## config.mk

```make
export PLATFORM = sky130hd
export DESIGN_NAME = cdb_arbiter
export DESIGN_NICKNAME = d
export VERILOG_FILES = /design/src/rtl/cdb_arbiter.sv
export SDC_FILE = /design/constraint.sdc
export NUM_CORES = 1
export LEC_CHECK = 0
export ABC_CLOCK_PERIOD_IN_PS = 10200
export CELL_PAD_IN_SITES_DETAIL_PLACEMENT = 1
export CELL_PAD_IN_SITES_GLOBAL_PLACEMENT = 2
export CORE_MARGIN = 1.5
export CORE_UTILIZATION = 42
export CTS_CLUSTER_SIZE = 16
export DETAILED_ROUTE_END_ITERATION = 8
export GPL_ROUTABILITY_DRIVEN = 0
export PLACE_DENSITY_LB_ADDON = 0.1
export SYNTH_ARGS = -nofsm -noshare
export SYNTH_HDL_FRONTEND = slang
export SYNTH_SLANG_ARGS = --single-unit
export TNS_END_PERCENT = 1
```

## constraint.sdc

```tcl
create_clock -name clk_i -period 10.2 [get_ports clk_i]
set_clock_uncertainty 0.15 [all_clocks]
set_input_delay 2.04 -clock clk_i [delete_from_list [all_inputs] [get_ports clk_i]]
set_output_delay 2.04 -clock clk_i [all_outputs]
set_load 0.01 [all_outputs]
```

## src/rtl/cdb_arbiter.sv

```systemverilog
// ---------------------------------------------------------------------------
// cdb_arbiter
//
// Common Data Bus writeback arbiter. Completed results from the ALU, MUL
// and LSU are buffered in small per-unit completion FIFOs. Each cycle at
// most one buffered completion is granted in round-robin order and
// broadcast on the registered CDB outputs for tag wakeup and writeback.
//
// Parameters:
//   FIFO_DEPTH  entries per completion FIFO (power of 2, >= 2)
//   TAG_W       physical destination tag width
//   DATA_W      result width
//
// Ports:
//   clk_i                  clock, rising edge
//   reset_i                asynchronous active-low reset
//   flush_i                synchronous flush, drops all buffered completions
//   <unit>_valid_i         completion valid from the unit (alu/mul/lsu)
//   <unit>_tag_i           destination tag of the completion
//   <unit>_data_i          result value of the completion
//   <unit>_ready_o         that unit's FIFO can accept a completion
//   cdb_en_o               broadcast valid, one cycle per granted completion
//   cdb_tag_o              broadcast tag
//   cdb_data_o             broadcast result
//   cdb_src_o              broadcast source: 0 = ALU, 1 = MUL, 2 = LSU
// ---------------------------------------------------------------------------

// ---------------------------------------------------------------------------
// cdb_fifo
//
// Single completion FIFO with read pointer, write pointer and occupancy
// count. Storage is deliberately left out of reset; only the bookkeeping
// is cleared, so stale storage is never visible.
//
// Ports:
//   clk_i, reset_i  clock and asynchronous active-low reset
//   flush           drop all entries (wins over push and pop)
//   push            request to enqueue wr_entry (taken only when ready)
//   wr_entry        entry to enqueue
//   pop             dequeue the head entry (caller pops only when nonempty)
//   ready           FIFO is not full
//   nonempty        FIFO holds at least one entry
//   head            entry at the read pointer
// ---------------------------------------------------------------------------
module cdb_fifo #(
    parameter int DEPTH = 2,
    parameter int WIDTH = 37
) (
    input  logic             clk_i,
    input  logic             reset_i,
    input  logic             flush,
    input  logic             push,
    input  logic [WIDTH-1:0] wr_entry,
    input  logic             pop,
    output logic             ready,
    output logic             nonempty,
    output logic [WIDTH-1:0] head
);

    localparam int PTR_W = $clog2(DEPTH);
    localparam int CNT_W = $clog2(DEPTH + 1);

    logic [CNT_W-1:0] count;
    logic [PTR_W-1:0] rd_ptr;
    logic [PTR_W-1:0] wr_ptr;
    logic [WIDTH-1:0] mem [DEPTH];
    logic             do_push;

    // Ready depends on the registered count only; a full FIFO stays not-ready
    // even when it is being popped in the same cycle.
    assign ready    = (count != CNT_W'(DEPTH));
    assign nonempty = (count != '0);
    assign do_push  = push & ready;
    assign head     = mem[rd_ptr];

    // Pointer and count bookkeeping. DEPTH is a power of two, so the
    // pointers wrap naturally by overflowing their width.
    always_ff @(posedge clk_i or negedge reset_i) begin
        if (!reset_i) begin
            count  <= '0;
            rd_ptr <= '0;
            wr_ptr <= '0;
        end else if (flush) begin
            count  <= '0;
            rd_ptr <= '0;
            wr_ptr <= '0;
        end else begin
            if (do_push) begin
                wr_ptr <= wr_ptr + 1'b1;
            end
            if (pop) begin
                rd_ptr <= rd_ptr + 1'b1;
            end
            if (do_push && !pop) begin
                count <= count + 1'b1;
            end else if (pop && !do_push) begin
                count <= count - 1'b1;
            end
        end
    end

    // Entry storage, written on an accepted push outside a flush.
    always_ff @(posedge clk_i) begin
        if (do_push && !flush) begin
            mem[wr_ptr] <= wr_entry;
        end
    end

endmodule

module cdb_arbiter #(
    parameter int FIFO_DEPTH = 2,
    parameter int TAG_W      = 5,
    parameter int DATA_W     = 32
) (
    input  logic              clk_i,
    input  logic              reset_i,
    input  logic              flush_i,
    input  logic              alu_valid_i,
    input  logic [TAG_W-1:0]  alu_tag_i,
    input  logic [DATA_W-1:0] alu_data_i,
    input  logic              mul_valid_i,
    input  logic [TAG_W-1:0]  mul_tag_i,
    input  logic [DATA_W-1:0] mul_data_i,
    input  logic              lsu_valid_i,
    input  logic [TAG_W-1:0]  lsu_tag_i,
    input  logic [DATA_W-1:0] lsu_data_i,
    output logic              alu_ready_o,
    output logic              mul_ready_o,
    output logic              lsu_ready_o,
    output logic              cdb_en_o,
    output logic [TAG_W-1:0]  cdb_tag_o,
    output logic [DATA_W-1:0] cdb_data_o,
    output logic [1:0]        cdb_src_o
);

    localparam int ENTRY_W = TAG_W + DATA_W;

    logic [2:0]         fifo_nonempty;
    logic [2:0]         grant_oh;
    logic [ENTRY_W-1:0] alu_head;
    logic [ENTRY_W-1:0] mul_head;
    logic [ENTRY_W-1:0] lsu_head;

    logic [1:0]         rr_ptr;
    logic [1:0]         rr_next;
    logic [1:0]         cand0;
    logic [1:0]         cand1;
    logic [1:0]         cand2;
    logic               grant_valid;
    logic [1:0]         grant_src;
    logic [ENTRY_W-1:0] grant_entry;

    cdb_fifo #(
        .DEPTH (FIFO_DEPTH),
        .WIDTH (ENTRY_W)
    ) u_alu_fifo (
        .clk_i    (clk_i),
        .reset_i  (reset_i),
        .flush    (flush_i),
        .push     (alu_valid_i),
        .wr_entry ({alu_tag_i, alu_data_i}),
        .pop      (grant_oh[0]),
        .ready    (alu_ready_o),
        .nonempty (fifo_nonempty[0]),
        .head     (alu_head)
    );

    cdb_fifo #(
        .DEPTH (FIFO_DEPTH),
        .WIDTH (ENTRY_W)
    ) u_mul_fifo (
        .clk_i    (clk_i),
        .reset_i  (reset_i),
        .flush    (flush_i),
        .push     (mul_valid_i),
        .wr_entry ({mul_tag_i, mul_data_i}),
        .pop      (grant_oh[1]),
        .ready    (mul_ready_o),
        .nonempty (fifo_nonempty[1]),
        .head     (mul_head)
    );

    cdb_fifo #(
        .DEPTH (FIFO_DEPTH),
        .WIDTH (ENTRY_W)
    ) u_lsu_fifo (
        .clk_i    (clk_i),
        .reset_i  (reset_i),
        .flush    (flush_i),
        .push     (lsu_valid_i),
        .wr_entry ({lsu_tag_i, lsu_data_i}),
        .pop      (grant_oh[2]),
        .ready    (lsu_ready_o),
        .nonempty (fifo_nonempty[2]),
        .head     (lsu_head)
    );

    // Round-robin arbitration: the search order is rotated so that it starts
    // at rr_ptr, and the first non-empty source in that order wins. The
    // pointer then moves just past the winner, which bounds any waiting
    // head to two cycles. The pop is suppressed during a flush by the FIFO.
    always_comb begin
        cand0 = 2'd0;
        cand1 = 2'd1;
        cand2 = 2'd2;
        case (rr_ptr)
            2'd1: begin
                cand0 = 2'd1;
                cand1 = 2'd2;
                cand2 = 2'd0;
            end
            2'd2: begin
                cand0 = 2'd2;
                cand1 = 2'd0;
                cand2 = 2'd1;
            end
            default: begin
            end
        endcase

        grant_valid = 1'b1;
        grant_src   = cand0;
        if (fifo_nonempty[cand0]) begin
            grant_src = cand0;
        end else if (fifo_nonempty[cand1]) begin
            grant_src = cand1;
        end else if (fifo_nonempty[cand2]) begin
            grant_src = cand2;
        end else begin
            grant_valid = 1'b0;
        end

        grant_oh    = 3'b000;
        grant_entry = alu_head;
        rr_next     = rr_ptr;
        if (grant_valid) begin
            case (grant_src)
                2'd0: begin
                    grant_oh    = 3'b001;
                    grant_entry = alu_head;
                    rr_next     = 2'd1;
                end
                2'd1: begin
                    grant_oh    = 3'b010;
                    grant_entry = mul_head;
                    rr_next     = 2'd2;
                end
                default: begin
                    grant_oh    = 3'b100;
                    grant_entry = lsu_head;
                    rr_next     = 2'd0;
                end
            endcase
        end
    end

    // Registered CDB broadcast and round-robin pointer. Without a grant only
    // the enable drops; tag, data and source keep their last values.
    always_ff @(posedge clk_i or negedge reset_i) begin
        if (!reset_i) begin
            rr_ptr     <= 2'd0;
            cdb_en_o   <= 1'b0;
            cdb_tag_o  <= '0;
            cdb_data_o <= '0;
            cdb_src_o  <= 2'd0;
        end else if (flush_i) begin
            rr_ptr   <= 2'd0;
            cdb_en_o <= 1'b0;
        end else if (grant_valid) begin
            rr_ptr     <= rr_next;
            cdb_en_o   <= 1'b1;
            cdb_tag_o  <= grant_entry[ENTRY_W-1:DATA_W];
            cdb_data_o <= grant_entry[DATA_W-1:0];
            cdb_src_o  <= grant_src;
        end else begin
            cdb_en_o <= 1'b0;
        end
    end

endmodule

```

==> results.cfg <==
[run_status]
outcome = finished clean

[clock_network]
cts_resized = 0
holdBufCountCts = 0
clock_latency_ns = 0.55
postCtsSetupBuffers = 0
cts_buffer_depth = 3
clock_sinks = 276
cts_root_buffer = clkbuf_16
clkSlewWorstSetupHoldPaths_ns = 0.06
htreeDepth = 1
cts_tree = built
cts_buffers = 29

[place]
placed_cells = 1113
post-dp-hpwl_mm = 16.5
pre_cts_ws_ns = 5.59
place.port_buffers = 159

[timing]
period_needed_ns = 4.08
grt_setup_unrepaired = no
worst_slack_ns = 6.12
max-slew-margin-rel = 0.280
setup-violations-final = 0
drv_slew = 0
fin_setup_tns_ns = 0
max_clock_freq_mhz = 245
finalHoldViolCount = 0
worstMarginPinSlew_ns = 1.08
period_share = 0.400

[setup_path]
path_class = in -> reg
critPathMaxFanout = 78
end_kind = flip-flop
r2r_setup_slack_ns = 6.69
timing.rr.start = rr_ptr[0]
ff2ff_path_depth = 8
crit_arrival_ns = 4.35
r2r_end = cdb_data_o[11]
cp-start-kind = primary input
critPathRequiredTime_ns = 10.47

[floorplan]
start_util = 0.428
rows = 58
io-pin-count = 160
fp.dieW_microns = 163
die_y_microns = 163
die_area_sq_um = 26700
core_area_sq_um = 25300

[min_path]
min_path_cells = 1
hold_path_end = cdb_data_o[29]
hold_path_class = reg -> reg
hold_path_startpoint = cdb_data_o[29]

[layout]
area_delta_synth_final_pct = 28.2
nNetsFinal = 933
drive_gt1_frac = 0.105
fin_cells = 1168

[synthesis]
avgSynthCellArea_sq_um = 16.7
synth.cell_area_sq_um = 10800
synth.area.top_cells = edfxtp_1 62%, dfrtp_1 13%, mux2i_1 10%
synth-seq-cells = 276
ys_async_sr_fraction = 0.196
synthCells = 648
synth_top_area_share = 0.617
syn-num-nets = 767
synth_top_flop_cell = edfxtp_1
synth_edf_count = 222
seq_area_frac_synth = 0.742
synth.distinct_cells = 50
yosys_warnings = 0
synth_area_leader_cell = edfxtp_1

[detailed_routing]
drtPass1Iterations = 4
first_iter_violations = 325
vias_per_cell = 5.43
detail-route-antenna-nets = 0
wirelength_mm = 27.8
route.detailed.drc = 0
wl_per_cell_microns = 23.8
vias = 6345

[global_routing]
grtUsageTotal = 0.212
grt_pass1_vias = 6982
grt_max_degree = 79
antenna_found_initial = 3
grt_pass1_wl_mm = 41.6
globalRouteOverflowTotal = 0

[pwr]
p_leak_nw = 4.67
total_power_w = 0.00402
power_density_nw_per_um2 = 290
ir_drop_mv = 0.154

[flow_run]
drv_cap = 0
[worst max-delay path: stages]
cell	delay, ns
clkdlybuf4s50_1	0.40
buf_4	0.22
a31o_2	0.26
a211oi_4	0.19
buf_4	0.64
o21ai_0	0.28
o22a_1	0.22
[layout by cell type (no fill, tap or decap), types with 5 or more instances in the layout]
master / n
a21oi_1: 8
buf_4: 15
bufinv_16: 9
clkbuf_16: 29
clkdlybuf4s50_1: 158
clkinv_2: 5
dfrtp_1: 51
edfxtp_1: 222
inv_1: 7
mux2i_1: 108
nand2_1: 13
nor2_1: 17
o21ai_0: 41
o22a_1: 33
o22ai_1: 37
[report_power, final]
part           switching [W]  leakage (nW)  internal [W]
combinational       0.000737          1.47      0.000581
sequential          0.000124          2.67       0.00139
clock               0.000439         0.530      0.000756
total                0.00130          4.67       0.00272
[worst max-delay path by stage]
stage	start	depth (start not counted)	to	slack, ns
floorplan	flush_i	2	u_alu_fifo.mem[1][0]	4.56
global placement	flush_i	7	cdb_data_o[13]	5.66
detailed placement	flush_i	7	cdb_data_o[13]	5.59
CTS	u_mul_fifo.count[1]	3	mul_ready_o	6.09
global route	u_mul_fifo.count[1]	3	mul_ready_o	5.99
finish	flush_i	7	cdb_data_o[17]	6.12
[cell usage after synthesis, types with 4 or more instances]
cell type  count
buf_4          4
clkbuf_2       4
o22ai_1       37
a221o_1        4
clkbuf_1      12
edfxtp_1     222
o21ai_0       41
inv_1          7
nand2_1       13
mux2i_1      108
nor2_1        17
o22a_1        33
nor3b_1        4
dfrtp_1       54
nor3_1         6
a21oi_1        8
buf_2         16
nor2b_1        4
mux2_2         4
[per-layer routing]
metal	share of wire	track usage	routed length, microns
met1	0.42	0.270	11700
met2	0.52	0.377	14400
met3	0.044	0.0350	1230
met4	0.016	0.0509	434
met5	0	0	0
[stage by stage]
step,cell area (sq um),utilization,hold WS [ns]
6_report,13900,0.549,0.366
5_1_grt,13800,0.548,0.378
4_1_cts,13800,0.548,0.371
3_5_place_dp,12800,0.505,0.353
3_3_place_gp,12800,0.505,0.346
2_1_floorplan,10800,-,0.358
[cell type report]
type / instances / area (sq um)
Antenna cell: 1 / 2.50
Fill cell: 2363 / 11400
Sequential cell: 276 / 8020
Clock buffer: 33 / 751
Inverter: 7 / 26.3
Tap cell: 330 / 413
Multi-Input combinational cell: 326 / 2600
Clock inverter: 21 / 335
Timing Repair Buffer: 174 / 1700
[flip-flops by register name, summed over array words and instances (netlist names)]
name and flops:
cdb_data_o 32, cdb_en_o 1, cdb_src_o 2, cdb_tag_o 5
rr_ptr 2, u_alu_fifo.count 2, u_alu_fifo.mem 74, u_alu_fifo.rd_ptr 1
u_alu_fifo.wr_ptr 1, u_lsu_fifo.count 2, u_lsu_fifo.mem 74, u_lsu_fifo.rd_ptr 1
u_lsu_fifo.wr_ptr 1, u_mul_fifo.count 2, u_mul_fifo.mem 74, u_mul_fifo.rd_ptr 1
u_mul_fifo.wr_ptr 1
[kinds of logic (layout without fill, tap and decap cells)]
family                     Yosys count  after routing  share of synthesized area
AOI/OAI and AO/OA                  146            146                     0.0960
xor gates and xnor gates             6              6                    0.00486
adders and majority gates            3              3                    0.00336
buffers and inverters               46            235                     0.0211
DFF                                276            276                      0.742
muxes                              112            112                      0.104
other                                0              1                          0
and+or+nand+nor                     59             59                     0.0288
(Power assumes the default switching activity.)
